`config.mk`:
```
export PLATFORM = sky130hd
export DESIGN_NAME = shift_flag_stage
export DESIGN_NICKNAME = d
export VERILOG_FILES = /design/src/rtl/shift_flag_stage.sv
export SDC_FILE = /design/constraint.sdc
export NUM_CORES = 1
export LEC_CHECK = 0
export ABC_AREA = 0
export BUFFER_PORTS_ARGS = -buffer_cell sky130_fd_sc_hd__buf_2
export CAP_MARGIN = 20
export CELL_PAD_IN_SITES_DETAIL_PLACEMENT = 0
export CELL_PAD_IN_SITES_GLOBAL_PLACEMENT = 1
export CORE_AREA = 2 2 86 88
export DETAILED_ROUTE_END_ITERATION = 7
export DIE_AREA = 0 0 88 90
export PLACE_DENSITY_LB_ADDON = 0.1
export RECOVER_POWER = 50
export SLEW_MARGIN = 20
export SYNTH_ARGS = -nofsm -noshare
export SYNTH_HDL_FRONTEND = slang
export SYNTH_SLANG_ARGS = --single-unit
```
`constraint.sdc`:
```
create_clock -name clk -period 4.68 [get_ports clk]
set_input_delay 0.936 -clock clk [delete_from_list [all_inputs] [get_ports clk]]
set_output_delay 0.936 -clock clk [all_outputs]
set_load 0.02 [all_outputs]
```
`src/rtl/shift_flag_stage.sv`:
```
// shift_flag_stage
//
// Registered output stage for a 16-bit shifter. It accepts an operation
// (function code, shift amount, the unshifted operand and the shifter's
// combinational result), computes the {S,Z,C,V} condition code at acceptance,
// and presents the result and code on a valid/ready output. A main register
// plus one skid register give full throughput while keeping in_ready a
// pure flop output. The architectural SZCV register (flags) loads the code of
// every legal operation as it leaves the stage.
//
// Ports
//   clk        in   1   clock, rising edge
//   rst        in   1   synchronous active-high reset
//   in_valid   in   1   upstream presents an operation
//   in_ready   out  1   stage can accept (skid register empty), registered
//   fcode      in   4   SLL 1000, SLR 1001 (rotate left), SRL 1010, SRA 1011
//   shift      in   5   shift amount, bit 4 ignored
//   operand    in   16  unshifted source operand
//   sh_result  in   16  shifter result for fcode/shift/operand
//   out_valid  out  1   out_result/out_code valid
//   out_ready  in   1   downstream accepts the output
//   out_result out  16  registered result
//   out_code   out  4   registered condition code {S,Z,C,V}
//   flags      out  4   architectural SZCV register
//
// Parameter V_MODE: 0 -> V always 0; 1 -> V set on SLL when the sign changes.

module shift_flag_stage #(
    parameter int unsigned V_MODE = 0
) (
    input  logic        clk,
    input  logic        rst,
    input  logic        in_valid,
    output logic        in_ready,
    input  logic [3:0]  fcode,
    input  logic [4:0]  shift,
    input  logic [15:0] operand,
    input  logic [15:0] sh_result,
    output logic        out_valid,
    input  logic        out_ready,
    output logic [15:0] out_result,
    output logic [3:0]  out_code,
    output logic [3:0]  flags
);

    // Condition code of the operation presented this cycle
    logic [3:0]  n;
    logic        new_legal;
    logic [15:0] new_result;
    logic [3:0]  new_code;
    logic [4:0]  sll_tmp;
    logic [3:0]  sll_idx;
    logic [3:0]  srl_idx;
    logic        c_bit;
    logic        v_bit;

    always_comb begin
        n          = shift[3:0];
        new_legal  = (fcode[3:2] == 2'b10);
        new_result = new_legal ? sh_result : operand;
        // Last bit shifted out: operand[16-n] for left, operand[n-1] for right.
        // Both indices are only used when n != 0, so they stay within 1..15 / 0..14.
        sll_tmp    = 5'd16 - {1'b0, n};
        sll_idx    = sll_tmp[3:0];
        srl_idx    = n - 4'd1;
        c_bit      = 1'b0;
        if (new_legal && (n != 4'd0)) begin
            case (fcode[1:0])
                2'b00:   c_bit = operand[sll_idx];
                2'b01:   c_bit = sh_result[0];  // rotate: bit wrapped into LSB
                default: c_bit = operand[srl_idx];
            endcase
        end
        v_bit    = (V_MODE == 1) && new_legal && (fcode[1:0] == 2'b00) &&
                   (sh_result[15] != operand[15]);
        new_code = {new_result[15], (new_result == 16'h0000), c_bit, v_bit};
    end

    // Main and skid registers
    logic        main_valid_q, main_valid_d;
    logic [15:0] main_result_q, main_result_d;
    logic [3:0]  main_code_q, main_code_d;
    logic        main_legal_q, main_legal_d;
    logic        skid_valid_q, skid_valid_d;
    logic [15:0] skid_result_q, skid_result_d;
    logic [3:0]  skid_code_q, skid_code_d;
    logic        skid_legal_q, skid_legal_d;
    logic        in_ready_q, in_ready_d;
    logic [3:0]  flags_q, flags_d;
    logic        in_hs;
    logic        out_hs;

    always_comb begin
        main_valid_d  = main_valid_q;
        main_result_d = main_result_q;
        main_code_d   = main_code_q;
        main_legal_d  = main_legal_q;
        skid_valid_d  = skid_valid_q;
        skid_result_d = skid_result_q;
        skid_code_d   = skid_code_q;
        skid_legal_d  = skid_legal_q;

        in_hs  = in_valid && in_ready_q;
        out_hs = main_valid_q && out_ready;

        if (!main_valid_q || out_hs) begin
            // Main is free at this edge. in_ready is low whenever the skid is
            // full, so a skid transfer and a new acceptance never coincide.
            if (skid_valid_q) begin
                main_valid_d  = 1'b1;
                main_result_d = skid_result_q;
                main_code_d   = skid_code_q;
                main_legal_d  = skid_legal_q;
                skid_valid_d  = 1'b0;
            end else begin
                main_valid_d = in_hs;
                if (in_hs) begin
                    main_result_d = new_result;
                    main_code_d   = new_code;
                    main_legal_d  = new_legal;
                end
            end
        end else if (in_hs) begin
            // Main is stalled: park the new operation in the skid register
            skid_valid_d  = 1'b1;
            skid_result_d = new_result;
            skid_code_d   = new_code;
            skid_legal_d  = new_legal;
        end

        flags_d    = (out_hs && main_legal_q) ? main_code_q : flags_q;
        in_ready_d = !skid_valid_d;
    end

    always_ff @(posedge clk) begin
        if (rst) begin
            main_valid_q  <= 1'b0;
            main_result_q <= 16'h0000;
            main_code_q   <= 4'b0000;
            main_legal_q  <= 1'b0;
            skid_valid_q  <= 1'b0;
            skid_result_q <= 16'h0000;
            skid_code_q   <= 4'b0000;
            skid_legal_q  <= 1'b0;
            in_ready_q    <= 1'b0;
            flags_q       <= 4'b0000;
        end else begin
            main_valid_q  <= main_valid_d;
            main_result_q <= main_result_d;
            main_code_q   <= main_code_d;
            main_legal_q  <= main_legal_d;
            skid_valid_q  <= skid_valid_d;
            skid_result_q <= skid_result_d;
            skid_code_q   <= skid_code_d;
            skid_legal_q  <= skid_legal_d;
            in_ready_q    <= in_ready_d;
            flags_q       <= flags_d;
        end
    end

    assign in_ready   = in_ready_q;
    assign out_valid  = main_valid_q;
    assign out_result = main_result_q;
    assign out_code   = main_code_q;
    assign flags      = flags_q;

endmodule

```
### Word-level counts from Yosys, hierarchy flattened

Index checks and enable logic that the tools add are counted.

| cells by class | value |
|---|---|
| mux-type cells | 16 |
| equality and inequality tests | 2 |
| add/subtract/negate cells | 2 |
| reductions and logical operators | 13 |
| magnitude comparators | 2 |
| bitwise logic cells | 1 |

Operators by type and width:

| kind | count |
|---|---|
| $mux 16 | 3 |
| $logic_not 16->1 | 1 |
| $lt 4x5->1 const B | 2 |
| $bmux 1 s4 | 2 |
| $mux 1 | 8 |
| $mux 4 | 2 |
| $logic_and 1x1->1 | 4 |
| $reduce_and 2->1 | 2 |
| $reduce_bool 4->1 | 1 |
| $sub 1x4->4 const A | 1 |
| $sub 4x1->4 const B | 1 |
| $eq 2x1->1 const B | 1 |
| $eq 2x2->1 const B | 1 |
| $logic_not 1->1 | 2 |
| $logic_not 2->1 | 1 |
| $pmux 1 s2 | 1 |
| $reduce_bool 2->1 | 1 |
| $logic_or 1x1->1 | 1 |
| $not 1->1 | 1 |

| storage, ports and cells | value |
|---|---|
| word-level logic and storage cells | 46 |
| register bits after elaboration | 48 |
| input bits | 45 |

### Logic depth before layout (Yosys ltp)

| depth | value |
|---|---|
| depth after elaboration | 7 |
| gate-level depth with buffers | 10 |

### Least setup slack after synthesis

OpenSTA, ideal clock, no wires.

| timing | value |
|---|---|
| path type | in2reg |
| from | input shift[0] |
| to | register main_code_q[1] (netlist: out_code[1]) |
| setup time | 133 ps |
| data required time | 4547 ps |
| data arrival time | 2782 ps |
| buffers on the path | 2 |
| path slack | 1765 ps |
| stages on the path | 10 |
| cell sequence | buf_6 inv_1 ha_1 buf_2 mux4_1 nand3_1 a21oi_1 a2111oi_2 or3_1 a211oi_2 |

| on the way | value |
|---|---|
| cells in the longest elaborated chain, start to end | 7 |
| elaborated cells between the ends (all ways) | 12 |
| those cells by class | add/sub (2); mux (8); reduce/logical (2) |

Ends and longest elaborated chain:

| what | RTL line | source |
|---|---|---|
| start, declared | 36 | `input logic [4:0] shift,` |
| $sub 4x1->4 or $sub 1x4->4 (tied branches) | 65, 63 |  |
| $bmux 1 s4, on equally long branches | 71, 69 |  |
| $mux 1, on equally long branches | 71, 69 |  |
| $pmux 1 s2 | 68 | `case (fcode[1:0])` |
| $mux 1 * | 67 | `if (new_legal && (n != 4'd0)) begin` |
| $mux 4 * | 117 | `if (in_hs) begin` |
| $mux 4 * | 109 | `if (skid_valid_q) begin` |
| end signal, assigned | 150 | `main_code_q <= main_code_d;` |
| end, declared | 82 | `logic [3:0] main_code_q, main_code_d;` |

Every way passes the cells marked *; elsewhere a longest branch is shown, timed or not. The select of a mux whose other input is x is not followed.
A chain may end at the register's enable or synchronous reset.

### Worst setup path in the final report

Same ends and word-level chain as after synthesis.

==> run summary <==
For the post-synthesis instance total, the log shows 285. The final reports fail on capacitance limit, slew limit. The number of iterations in the first detailed-routing pass was 4; the power density over the cells was 295.4 nW/um^2.

Setup repair after global routing left no endpoint under its margin. Once the clock tree was built, the setup fixing pass inserted 0 buffers. The logs give 0 ns for the setup TNS and 128.2 uV for the worst voltage drop across the vdd grid. The detail route stage leaves a number of antenna-violating nets equal to 0. The tree is rooted in a sky130_fd_sc_hd__clkbuf_8. The tools report the signal arrival time at the worst endpoint as 3.16 ns. Dividing the final minimum period by the clock period gives 65.57%.

The routed design uses 3120 um of met2 wire. The main combinational cell family by area after synthesis is simple AND/OR/NAND/NOR gates. The antenna cell count is 0, and the wire length of the first global-routing pass is 10520 um.

The run gives 1.033 nW as the leakage power. For this run, the leading register cell type out of synthesis is sky130_fd_sc_hd__dfxtp_1. The die is 90 um tall. For the number of synthesis warnings, the log shows 0. For the worst setup path, the data required time is 4.78 ns.

After clock tree synthesis, the flow added hold-fix buffers numbering 0. In this run the standard cell core region covers 7020 um^2. The highest attainable clock frequency is 325.9 MHz. Buffers placed on the I/O ports in this run total 67. After Yosys synthesis, and, or, nand and nor cells account for 21.22% of the synthesized area. Counting every sink on the clock net gives 44.

The die covers 7920 um^2. The distinct cell type count after synthesis was 36. The net total in the final layout was 385. The die is 88 um wide. Across every metal layer, demand over resource in global routing totals 16.98%. Each instance of the synthesized netlist takes up on average 8.460 um^2. The total overflow left after global routing is 0. Setup violations remaining at the end of the flow were counted as 0.

After the first detailed-routing iteration, the DRC count stood at 87. In this run the worst path has a maximum fanout of 13. Sequential cells were found to cover 36.53% of the synthesized design area. Counting flops and latches in the post-synthesis netlist gives 44.

The flow ran to the end, but the final reports show violations. Counting flops with a built-in enable in the synthesized netlist gives 0. Dividing the detail-routed via count by the number of cells gives 5.023. Final max-slew violation count: 45. The highest routing layer actually used is met4. The number of antenna violations at the first check in global routing came out at 0. The run gives 0.008130 ns as the worst clock skew. The detailed-routing wirelength on met1 is 3036 um, and the fraction of final layout cells with drive strength greater than 1 is 18.29%. After detailed routing, the total wire length is 6445 um. Once detailed placement completed, the half-perimeter wirelength came to 4744 um. 71 I/O pins were placed.

For the site row count, the log shows 31. After synthesis, the cell types taking the most area are sky130_fd_sc_hd__dfxtp_1 37%, sky130_fd_sc_hd__mux2i_1 9.1%, sky130_fd_sc_hd__mux4_1 8.7%. The number of global-route vias before repair was 2072; the multiplexer share of the synthesized area was 17.85%.

The tools report the clock insertion delay at the later pin of the skew report as 0.30 ns. The share of Yosys cell area claimed by the top area cell type was 36.53%. sky130_fd_sc_hd__nand2_1 is the most common cell in the netlist.

For the pin with the worst max-slew slack, the measured transition is 2.076 ns. The number of levels in the clock H-tree was 2; the async set or reset register ratio after synthesis was 0%. Measured against its own limit, the worst slew margin works out to -38.37%. The worst setup path is launched from an input pin.

For the met3 routed wirelength, the log shows 240 um. Once the clock tree was built, the resizer swapped 0 gates to a different size. The number of remaining DRC errors was 0.

Across all hold checks on the routed design, the worst slack comes to 0.4569 ns. STA classifies the critical path endpoint as a register. The buffer levels on the longest clock path was 2; the area fraction in compound gates after synthesis was 17.28%. After clock tree synthesis, the clock-pin slew on the worst setup and hold paths is 0.09 ns. The critical path is of the input pin to register type. Compared with the post-synthesis result, the final layout area differs by 18.89%. Counting I/O delays and the setup requirement, the final critical path takes 3.069 ns. Once the floorplan was initialized, standard cells occupied 34.34% of the core. Of the total synthesized cell area, the portion taken by XOR and XNOR cells is 0.7265%.

At the end of routability-driven placement, the weighted congestion stood at 0.7981. The number of clock buffers added by TritonCTS is 5. The tools report the number of maximum-capacitance constraint violations as 1. The number of hold violations in the final report came out at 0. Cells fill 40.83% of the core in the end. After detailed routing, the average wire length per cell comes to 14.71 um. TritonCTS built the clock tree. Counting the fill cells in the layout gives 751.

The largest net degree at the start of global routing came out at 45. The library cell occupying the most area in the post-synthesis netlist is sky130_fd_sc_hd__dfxtp_1. Cell area after synthesis: 2411 um^2. The min-delay analysis places its worst path in the category register to register.

The count of vias placed by the detailed router is 2200. The fraction of the mapped netlist area in adder cells works out to 1.038%. In the synthesized netlist, the cells that appear most often are 53 x sky130_fd_sc_hd__nand2_1, 44 x sky130_fd_sc_hd__dfxtp_1, 26 x sky130_fd_sc_hd__nor2_1.
critical path, cell delays in order:
cell and delay [ns]:
sky130_fd_sc_hd__buf_2 0.30, sky130_fd_sc_hd__inv_1 0.11, sky130_fd_sc_hd__ha_1 0.46, sky130_fd_sc_hd__mux4_1 0.61, sky130_fd_sc_hd__nand3_1 0.10, sky130_fd_sc_hd__a21oi_1 0.07
sky130_fd_sc_hd__a2111oi_2 0.35, sky130_fd_sc_hd__or3_1 0.17, sky130_fd_sc_hd__a211oi_2 0.05
through the flow:
step	worst slack (ns)	instance area, um^2	instances	power (mW)
after floorplan	1.765	2415	286	0.5007
after global placement	1.363	2781	430	0.5564
after detailed placement	1.349	2781	430	0.5568
after CTS	1.673	2897	438	0.8636
after global routing	1.434	2867	438	0.8921
final	1.611	2867	438	0.8469
cell families after synthesis:
group	Yosys count
adders and majority gates	2
DFF	44
other	1
and+or+nand+nor	113
AOI/OAI and AO/OA	66
xor gates and xnor gates	2
buffers and inverters	27
muxes	30
state kept, by name, summed over array words and instances, names as in the netlist, 2 cells and up:
| signal | cells |
|---|---|
| out_result | 16 |
| skid_result_q | 16 |
| skid_code_q | 2 |
| out_code | 2 |
| flags | 3 |
layer usage:
metal | track usage, % | vias up
li1 | - | 1126
met5 | 0 | -
met4 | 3.462 | 0
met3 | 3.398 | 4
met2 | 27.84 | 47
met1 | 22.99 | 1023
final cells by class:
cell class | instances | area, um^2 | share of cell area, %
Timing Repair Buffer | 70 | 326.6 | 11.39
Sequential cell | 44 | 880.8 | 30.73
Multi-Input combinational cell | 215 | 1413 | 49.28
Clock buffer | 5 | 68.82 | 2.401
Inverter | 2 | 7.507 | 0.2619
Tap cell | 99 | 123.9 | 4.321
Clock inverter | 3 | 46.29 | 1.615
power breakdown:
part | internal (mW) | switching (mW)
sequential | 0.387 | 0.00712
combinational | 0.0595 | 0.0908
clock | 0.161 | 0.142
worst paths after layout:
check | endpoint | slack [ns] | cells past startpoint | from
max | out_code[1] | 1.61 | 9 | shift[0]
min | out_result[1] | 0.46 | 2 | out_result[1]
max reg2reg | out_code[2] | 2.95 | 5 | in_ready
min reg2reg | out_result[1] | 0.46 | 2 | out_result[1]
layout by cell type, fill, tap and decap left out, types with 17 or more instances in the layout:
master | netlist | layout
sky130_fd_sc_hd__a21oi_1 | 23 | 23
sky130_fd_sc_hd__o21ai_0 | 17 | 17
sky130_fd_sc_hd__mux2i_1 | 22 | 22
sky130_fd_sc_hd__clkbuf_1 | 16 | 25
sky130_fd_sc_hd__buf_2 | 4 | 42
sky130_fd_sc_hd__nor2_1 | 26 | 26
sky130_fd_sc_hd__a211oi_1 | 18 | 18
sky130_fd_sc_hd__dfxtp_1 | 44 | 44
sky130_fd_sc_hd__nand2_1 | 53 | 53
Note: power is estimated with default switching activity, not from simulation.
